===== config.mk =====
export PLATFORM = sky130hd
export DESIGN_NAME = qdrc_phy_train_pattern
export DESIGN_NICKNAME = d
export VERILOG_FILES = /design/src/rtl/qdrc_phy_pkg.sv /design/src/rtl/qdrc_rd_expect_pipe.sv /design/src/rtl/qdrc_phy_train_pattern.sv
export SDC_FILE = /design/constraint.sdc
export NUM_CORES = 1
export LEC_CHECK = 0
export CORE_UTILIZATION = 42
export CTS_BUF_LIST = sky130_fd_sc_hd__clkbuf_8
export CTS_CLUSTER_DIAMETER = 100
export DETAILED_ROUTE_END_ITERATION = 8
export PLACE_DENSITY = 0.87
export SETUP_SLACK_MARGIN = 0.02
export SYNTH_ARGS = -nofsm -noshare
export SYNTH_HDL_FRONTEND = slang
export SYNTH_SLANG_ARGS = --single-unit
export TNS_END_PERCENT = 50

===== constraint.sdc =====
create_clock -name clk -period 4.2 [get_ports clk]
set_input_delay 0.63 -clock clk [delete_from_list [all_inputs] [get_ports clk]]
set_output_delay 0.63 -clock clk [all_outputs]
set_load 0.005 [all_outputs]

===== src/rtl/qdrc_phy_pkg.sv =====
// Shared definitions for the QDR PHY training-traffic path: state encoding
// and the two fixed write/compare patterns.
package qdrc_phy_pkg;

  typedef enum logic [2:0] {
    ST_IDLE   = 3'd0,
    ST_WRITE  = 3'd1,
    ST_SETTLE = 3'd2,
    ST_READ   = 3'd3,
    ST_CHECK  = 3'd4,
    ST_DRAIN  = 3'd5,
    ST_DONE   = 3'd6
  } train_state_t;

  // Patterns are built at the widest supported bus and cast down by the user.
  localparam int PAT_MAX_W = 64;

  // addr_bit 0 selects pattern A (rise all 1s), 1 selects pattern B (rise all 0s).
  function automatic logic [PAT_MAX_W-1:0] pat_rise(input logic addr_bit);
    return addr_bit ? {PAT_MAX_W{1'b0}} : {PAT_MAX_W{1'b1}};
  endfunction

  function automatic logic [PAT_MAX_W-1:0] pat_fall(input logic addr_bit);
    return addr_bit ? {PAT_MAX_W{1'b1}} : {PAT_MAX_W{1'b0}};
  endfunction

endpackage


===== src/rtl/qdrc_rd_expect_pipe.sv =====
// Fixed-depth valid+tag shift register tracking outstanding reads; an entry
// pushed in cycle T pops in cycle T+DEPTH. No backpressure; clear empties it.
module qdrc_rd_expect_pipe #(
  parameter int DEPTH = 10
) (
  input  logic clk,
  input  logic reset,
  input  logic clear,
  input  logic push,
  input  logic push_tag,
  output logic pop_vld,
  output logic pop_tag
);

  logic [DEPTH-1:0] vld_sr;
  logic [DEPTH-1:0] tag_sr;

  always_ff @(posedge clk) begin
    if (reset || clear) begin
      vld_sr <= '0;
      tag_sr <= '0;
    end else begin
      vld_sr[0] <= push;
      tag_sr[0] <= push_tag;
      for (int i = 1; i < DEPTH; i++) begin
        vld_sr[i] <= vld_sr[i-1];
        tag_sr[i] <= tag_sr[i-1];
      end
    end
  end

  assign pop_vld = vld_sr[DEPTH-1];
  assign pop_tag = tag_sr[DEPTH-1];

endmodule


===== src/rtl/qdrc_phy_train_pattern.sv =====
// Training-traffic initiator: writes patterns A/B, streams reads for the bit
// trainer, then read-compares both locations. Outputs registered, 1-cycle start latency.
module qdrc_phy_train_pattern
  import qdrc_phy_pkg::*;
#(
  parameter int DATA_WIDTH  = 36,
  parameter int ADDR_WIDTH  = 21,
  parameter int WR_SETTLE   = 16,
  parameter int RD_LATENCY  = 10,
  parameter int CHECK_READS = 64
) (
  input  logic                  clk,
  input  logic                  reset,
  input  logic                  train_start,
  input  logic                  bit_train_done,
  input  logic                  bit_train_fail,
  input  logic [DATA_WIDTH-1:0] q_rise,
  input  logic [DATA_WIDTH-1:0] q_fall,
  output logic [ADDR_WIDTH-1:0] qdr_sa,
  output logic                  qdr_w_n,
  output logic                  qdr_r_n,
  output logic [DATA_WIDTH-1:0] qdr_d_rise,
  output logic [DATA_WIDTH-1:0] qdr_d_fall,
  output logic [3:0]            qdr_bw_n,
  output logic                  reads_active,
  output logic                  train_done,
  output logic                  train_fail,
  output logic [2:0]            state_prb
);

  train_state_t state, state_nxt;
  logic [4:0] cnt, cnt_nxt;
  logic [7:0] chk_cnt, chk_cnt_nxt;
  logic       wr_phase, wr_phase_nxt;

  logic [ADDR_WIDTH-1:0] sa_nxt;
  logic                  w_n_nxt, r_n_nxt;
  logic [DATA_WIDTH-1:0] d_rise_nxt, d_fall_nxt;
  logic [3:0]            bw_n_nxt;

  logic [DATA_WIDTH-1:0] pat_a_rise, pat_a_fall, pat_b_rise, pat_b_fall;
  assign pat_a_rise = DATA_WIDTH'(pat_rise(1'b0));
  assign pat_a_fall = DATA_WIDTH'(pat_fall(1'b0));
  assign pat_b_rise = DATA_WIDTH'(pat_rise(1'b1));
  assign pat_b_fall = DATA_WIDTH'(pat_fall(1'b1));

  logic                  pop_vld, pop_tag;
  logic [DATA_WIDTH-1:0] exp_rise, exp_fall, diff;
  logic                  cmp_err;
  logic [5:0]            err_idx;
  logic [5:0]            dbg_fail_idx;
  logic                  mism_seen;

  always_comb begin
    state_nxt    = state;
    cnt_nxt      = cnt;
    chk_cnt_nxt  = chk_cnt;
    wr_phase_nxt = 1'b0;
    case (state)
      ST_IDLE:   if (train_start) state_nxt = ST_WRITE;
      ST_WRITE: begin
        if (wr_phase) begin
          state_nxt = ST_SETTLE;
          cnt_nxt   = '0;
        end else begin
          wr_phase_nxt = 1'b1;
        end
      end
      ST_SETTLE: begin
        if (int'(cnt) >= WR_SETTLE - 1) state_nxt = ST_READ;
        else                            cnt_nxt   = cnt + 5'd1;
      end
      ST_READ: begin
        if (bit_train_done) begin
          state_nxt   = bit_train_fail ? ST_DONE : ST_CHECK;
          chk_cnt_nxt = '0;
        end
      end
      ST_CHECK: begin
        if (chk_cnt == 8'(CHECK_READS - 1)) begin
          state_nxt = ST_DRAIN;
          cnt_nxt   = '0;
        end else begin
          chk_cnt_nxt = chk_cnt + 8'd1;
        end
      end
      ST_DRAIN: begin
        if (int'(cnt) >= RD_LATENCY - 1) state_nxt = ST_DONE;
        else                             cnt_nxt   = cnt + 5'd1;
      end
      ST_DONE:   state_nxt = ST_DONE;
      default:   state_nxt = ST_IDLE;
    endcase

    // Pin values are decoded from the next state so they line up with state_prb.
    sa_nxt     = '0;
    w_n_nxt    = 1'b1;
    r_n_nxt    = 1'b1;
    bw_n_nxt   = 4'hF;
    d_rise_nxt = pat_a_rise;
    d_fall_nxt = pat_a_fall;
    case (state_nxt)
      ST_WRITE: begin
        w_n_nxt    = 1'b0;
        bw_n_nxt   = 4'h0;
        sa_nxt     = ADDR_WIDTH'(wr_phase_nxt);
        d_rise_nxt = wr_phase_nxt ? pat_b_rise : pat_a_rise;
        d_fall_nxt = wr_phase_nxt ? pat_b_fall : pat_a_fall;
      end
      ST_READ:  r_n_nxt = 1'b0;
      ST_CHECK: begin
        r_n_nxt = 1'b0;
        sa_nxt  = ADDR_WIDTH'(chk_cnt_nxt[0]);
      end
      default: ;
    endcase
  end

  // Only CHECK reads are tracked; returns from trainer reads never reach the comparator.
  qdrc_rd_expect_pipe #(.DEPTH(RD_LATENCY)) u_expect (
    .clk      (clk),
    .reset    (reset),
    .clear    (state == ST_IDLE),
    .push     (state == ST_CHECK),
    .push_tag (qdr_sa[0]),
    .pop_vld  (pop_vld),
    .pop_tag  (pop_tag)
  );

  assign exp_rise = pop_tag ? pat_b_rise : pat_a_rise;
  assign exp_fall = pop_tag ? pat_b_fall : pat_a_fall;
  assign diff     = (q_rise ^ exp_rise) | (q_fall ^ exp_fall);
  assign cmp_err  = pop_vld && (diff != '0);

  always_comb begin
    err_idx = '0;
    for (int i = DATA_WIDTH - 1; i >= 0; i--) begin
      if (diff[i]) err_idx = 6'(i);
    end
  end

  always_ff @(posedge clk) begin
    if (reset) begin
      state        <= ST_IDLE;
      cnt          <= '0;
      chk_cnt      <= '0;
      wr_phase     <= 1'b0;
      qdr_sa       <= '0;
      qdr_w_n      <= 1'b1;
      qdr_r_n      <= 1'b1;
      qdr_bw_n     <= 4'hF;
      qdr_d_rise   <= pat_a_rise;
      qdr_d_fall   <= pat_a_fall;
      reads_active <= 1'b0;
      train_done   <= 1'b0;
      train_fail   <= 1'b0;
      dbg_fail_idx <= '0;
      mism_seen    <= 1'b0;
    end else begin
      state        <= state_nxt;
      cnt          <= cnt_nxt;
      chk_cnt      <= chk_cnt_nxt;
      wr_phase     <= wr_phase_nxt;
      qdr_sa       <= sa_nxt;
      qdr_w_n      <= w_n_nxt;
      qdr_r_n      <= r_n_nxt;
      qdr_bw_n     <= bw_n_nxt;
      qdr_d_rise   <= d_rise_nxt;
      qdr_d_fall   <= d_fall_nxt;
      reads_active <= (state_nxt == ST_READ);
      train_done   <= (state_nxt == ST_DONE);
      if ((state == ST_READ && bit_train_done && bit_train_fail) || cmp_err)
        train_fail <= 1'b1;
      if (cmp_err && !mism_seen) begin
        mism_seen    <= 1'b1;
        dbg_fail_idx <= err_idx;
      end
    end
  end

  assign state_prb = state;

endmodule

==> reports/metrics.csv <==
stage,metric,value,unit
grt,track_usage,0.180,
sta,finalCritPeriodShare,0.612,
yosys,synth_area_leaders,"dfxtp_1 (29%), buf_4 (23%), nor4bb_1 (5.9%)",
clocking,max-clock-path-buffers,2,
grt,grt_max_degree,37,
yosys,yosys.area_share.xor_xnor,0.0171,
grt,overflow,0,
yosys,yosysMostFrequentCell,buf_4,
worst_setup_path,arrival,1940,ps
grt,antenna_found_initial,0,
power,p_leak,0.00156,uW
sta,hold_viol,0,
route,via_per_inst,4.83,
clocking,ctsHoldBuffers,0,
yosys,avgSynthCellArea,8.71,sq um
yosys,synth-async-reset-ratio,0,
worst_setup_path,r2r_start,cnt[0]$_SDFFE_PP0P_,
worst_setup_path,critPathTopFamily,flip-flops,
place,port_buffers,161,
route,wl,7.57,mm
yosys,ys_ff_latch,45,
yosys,muxShareOfSynthArea,0.0208,
yosys,yosysTopAreaCell,dfxtp_1,
yosys,synth_cell_types,48,
power,ir_drop,0.000207,V
route,ant_nets,0,
clocking,ctsResizeCount,0,
power,seqPwrFrac,0.431,
place,post-dp-hpwl,5.96,mm
cells_and_area,drive_gt1_frac,0.0323,
yosys,ys.flop_type,dfxtp_1,
sta,worst_slew_pin_slew,955,ps
yosys,synth_seq_area_share,0.293,
power,power.switching,282,uW
power,p_per_area,258,nW/um^2
yosys,synth_cells,353,
worst_setup_path,startpoint_type,register,
sta,slew_headroom,0.362,
power,clkPwrFrac,0.257,
die,die-area,7670,sq um
worst_setup_path,path_class,register to output port,
die,num_rows,30,
sta,hold_ws,427,ps
cells_and_area,utilization,0.605,
die,die_y,87.6,um
worst_hold_path,hp-start,u_expect.vld_sr[1]$_SDFF_PP0_,
clocking,cts_tree,yes,
clocking,clkTransAtPathRegs,80,ps
sta,fin_skew,7.44,ps
worst_setup_path,cp-end-kind,output port,
yosys,synth_top_family_by_area,simple AND/OR/NAND/NOR gates,
clocking,htree_levels,2,
yosys,synth_commonest_cells,"buf_4 (95), dfxtp_1 (45), nor2_1 (25)",
route,drt_first_iter_violations,96,
worst_setup_path,max_stage_delay,950,ps
worst_setup_path,crit_path_start,qdr_d_fall[34]$_SDFF_PP0_,
power,p_sw_frac,0.260,
sta,finalMaxSlewViolations,0,
cells_and_area,fillers,590,
die,die_w,87.6,um
yosys,yosysWarnings,0,
power,pwr-share-comb,0.312,
route,drc,0,
sta,fmax,389,MHz
route,firstDrtPassIters,4,
outcome,status,completed,
yosys,synth_top_area_frac,0.293,
sta,finalSetupViolCount,0,
place,gp_congestion,0.822,
job,cap_viol_max_count,0,
cells_and_area,nets,514,
yosys,synth_area,3070,sq um
die,start_util,0.443,
clocking,cts_buffers,5,
grt,grt_pass1_wl,10.8,mm
sta,fin_tns_setup,0,ps
sta,rsz0062_at_grt,false,
cells_and_area,area_delta_synth_final,36.8,%
worst_hold_path,hold_path.class,register to register,
power,p_int,804,uW
worst_setup_path,crit_chain,clkdlybuf4s50_1,
route,vias,2558,
grt,grt_pass1_vias,2286,
yosys,synth-simple-area-share,0.295,
route,wire_per_inst,14.3,um
die,coreArea,6940,sq um
yosys,synth_compound_area_frac,0.101,
die,boundaryPins,182,
worst_setup_path,crit_buf_inv,1,
yosys,synth_fa_ha_area_frac,0.0163,
clocking,cts.sinks,45,
clocking,clk_latency,300,ps
cells_and_area,antenna_cells,0,
yosys,synth-edff-count,0,
clocking,postCtsSetupRepairBufs,0,
sta,period_needed,2570,ps
worst_setup_path,required,3570,ps
clocking,root_buffer,clkbuf_8,
worst_setup_path,crit_slowest_cell,dfxtp_1,
worst_setup_path,critical_path_peak_fanout,36,
==> metal layers <==
metal	share of wire	global-route usage	wire length, um
met2	0.50	0.323	3760
met5	0	0	0
met1	0.41	0.205	3100
met3	0.084	0.0537	636
met4	0.0099	0.0551	75
==> power groups by stage <==
stage          Combinational [uW]  Clock, uW  Sequential [uW]
3_5_place_dp                  339          0              479
6_report                      338        279              468
2_1_floorplan                 211          0              469
4_1_cts                       341        288              469
5_1_grt                       361        307              474
3_3_place_gp                  334          0              477
==> registers in the layout, indices dropped and copies added (netlist names), 3 cells and up <==
| signal | cells |
|---|---|
| cnt | 5 |
| chk_cnt | 8 |
| u_expect.tag_sr | 10 |
| state_prb | 3 |
| u_expect.vld_sr | 10 |
==> worst paths after layout <==
check,to,slack (ps),cells after the start
setup reg to reg,cnt[0]$_SDFFE_PP0P_,1950,7
hold reg to reg,u_expect.vld_sr[2]$_SDFF_PP0_,430,1
setup / recovery,qdr_d_fall[16],1630,1
hold / removal,u_expect.vld_sr[2]$_SDFF_PP0_,430,1
==> cells by family (layout without fill, tap and decap cells) <==
group,Yosys count,in the layout
AND/OR/NAND/NOR,137,137
buffers and inverters,112,174
flip-flops,45,45
AO/OA/AOI/OAI,42,42
XOR/XNOR,6,6
multiplexers,6,6
adder cells (fa/ha/maj),4,4
other,1,20
==> cells in the final DEF, fill, tap and decap left out, types with 4 or more instances in the layout <==
cell type / synthesis / final
clkdlybuf4s50_1: 0 / 161
dfxtp_1: 45 / 45
nor2_1: 25 / 25
conb_1: 1 / 20
and2_1: 19 / 19
nor4bb_1: 18 / 18
nand3b_1: 16 / 16
nand2_1: 10 / 10
o21ai_0: 10 / 10
nand4b_1: 10 / 10
nor3b_1: 9 / 9
nor2b_1: 7 / 7
a21oi_1: 7 / 7
xor2_1: 6 / 6
clkbuf_8: 0 / 6
inv_1: 5 / 5
and3_1: 5 / 5
nand2b_1: 4 / 4
nand4_1: 4 / 4
ha_1: 4 / 4
==> stage by stage <==
stage                     instance area (sq um)  worst slack (ps)  std cells  power, uW
after global placement                     4110              1860        522        811
after detailed placement                   4110              1790        522        819
after CTS                                  4200              1570        530       1100
after floorplan                            3150              2160        372        680
final                                      4200              1630        530       1090
after global routing                       4200              1460        530       1140
==> layout make-up <==
cell class / instances / area, sq um / area share
clock inverters: 2 / 13.8 / 0.00327
clock buffers: 6 / 82.6 / 0.0196
flip-flops and latches: 45 / 901 / 0.214
well taps: 96 / 120 / 0.0286
repair buffers: 161 / 1610 / 0.383
inverters: 5 / 18.8 / 0.00446
multi-input cells: 215 / 1460 / 0.346
No activity file was read; power rests on OpenSTA's default activity.
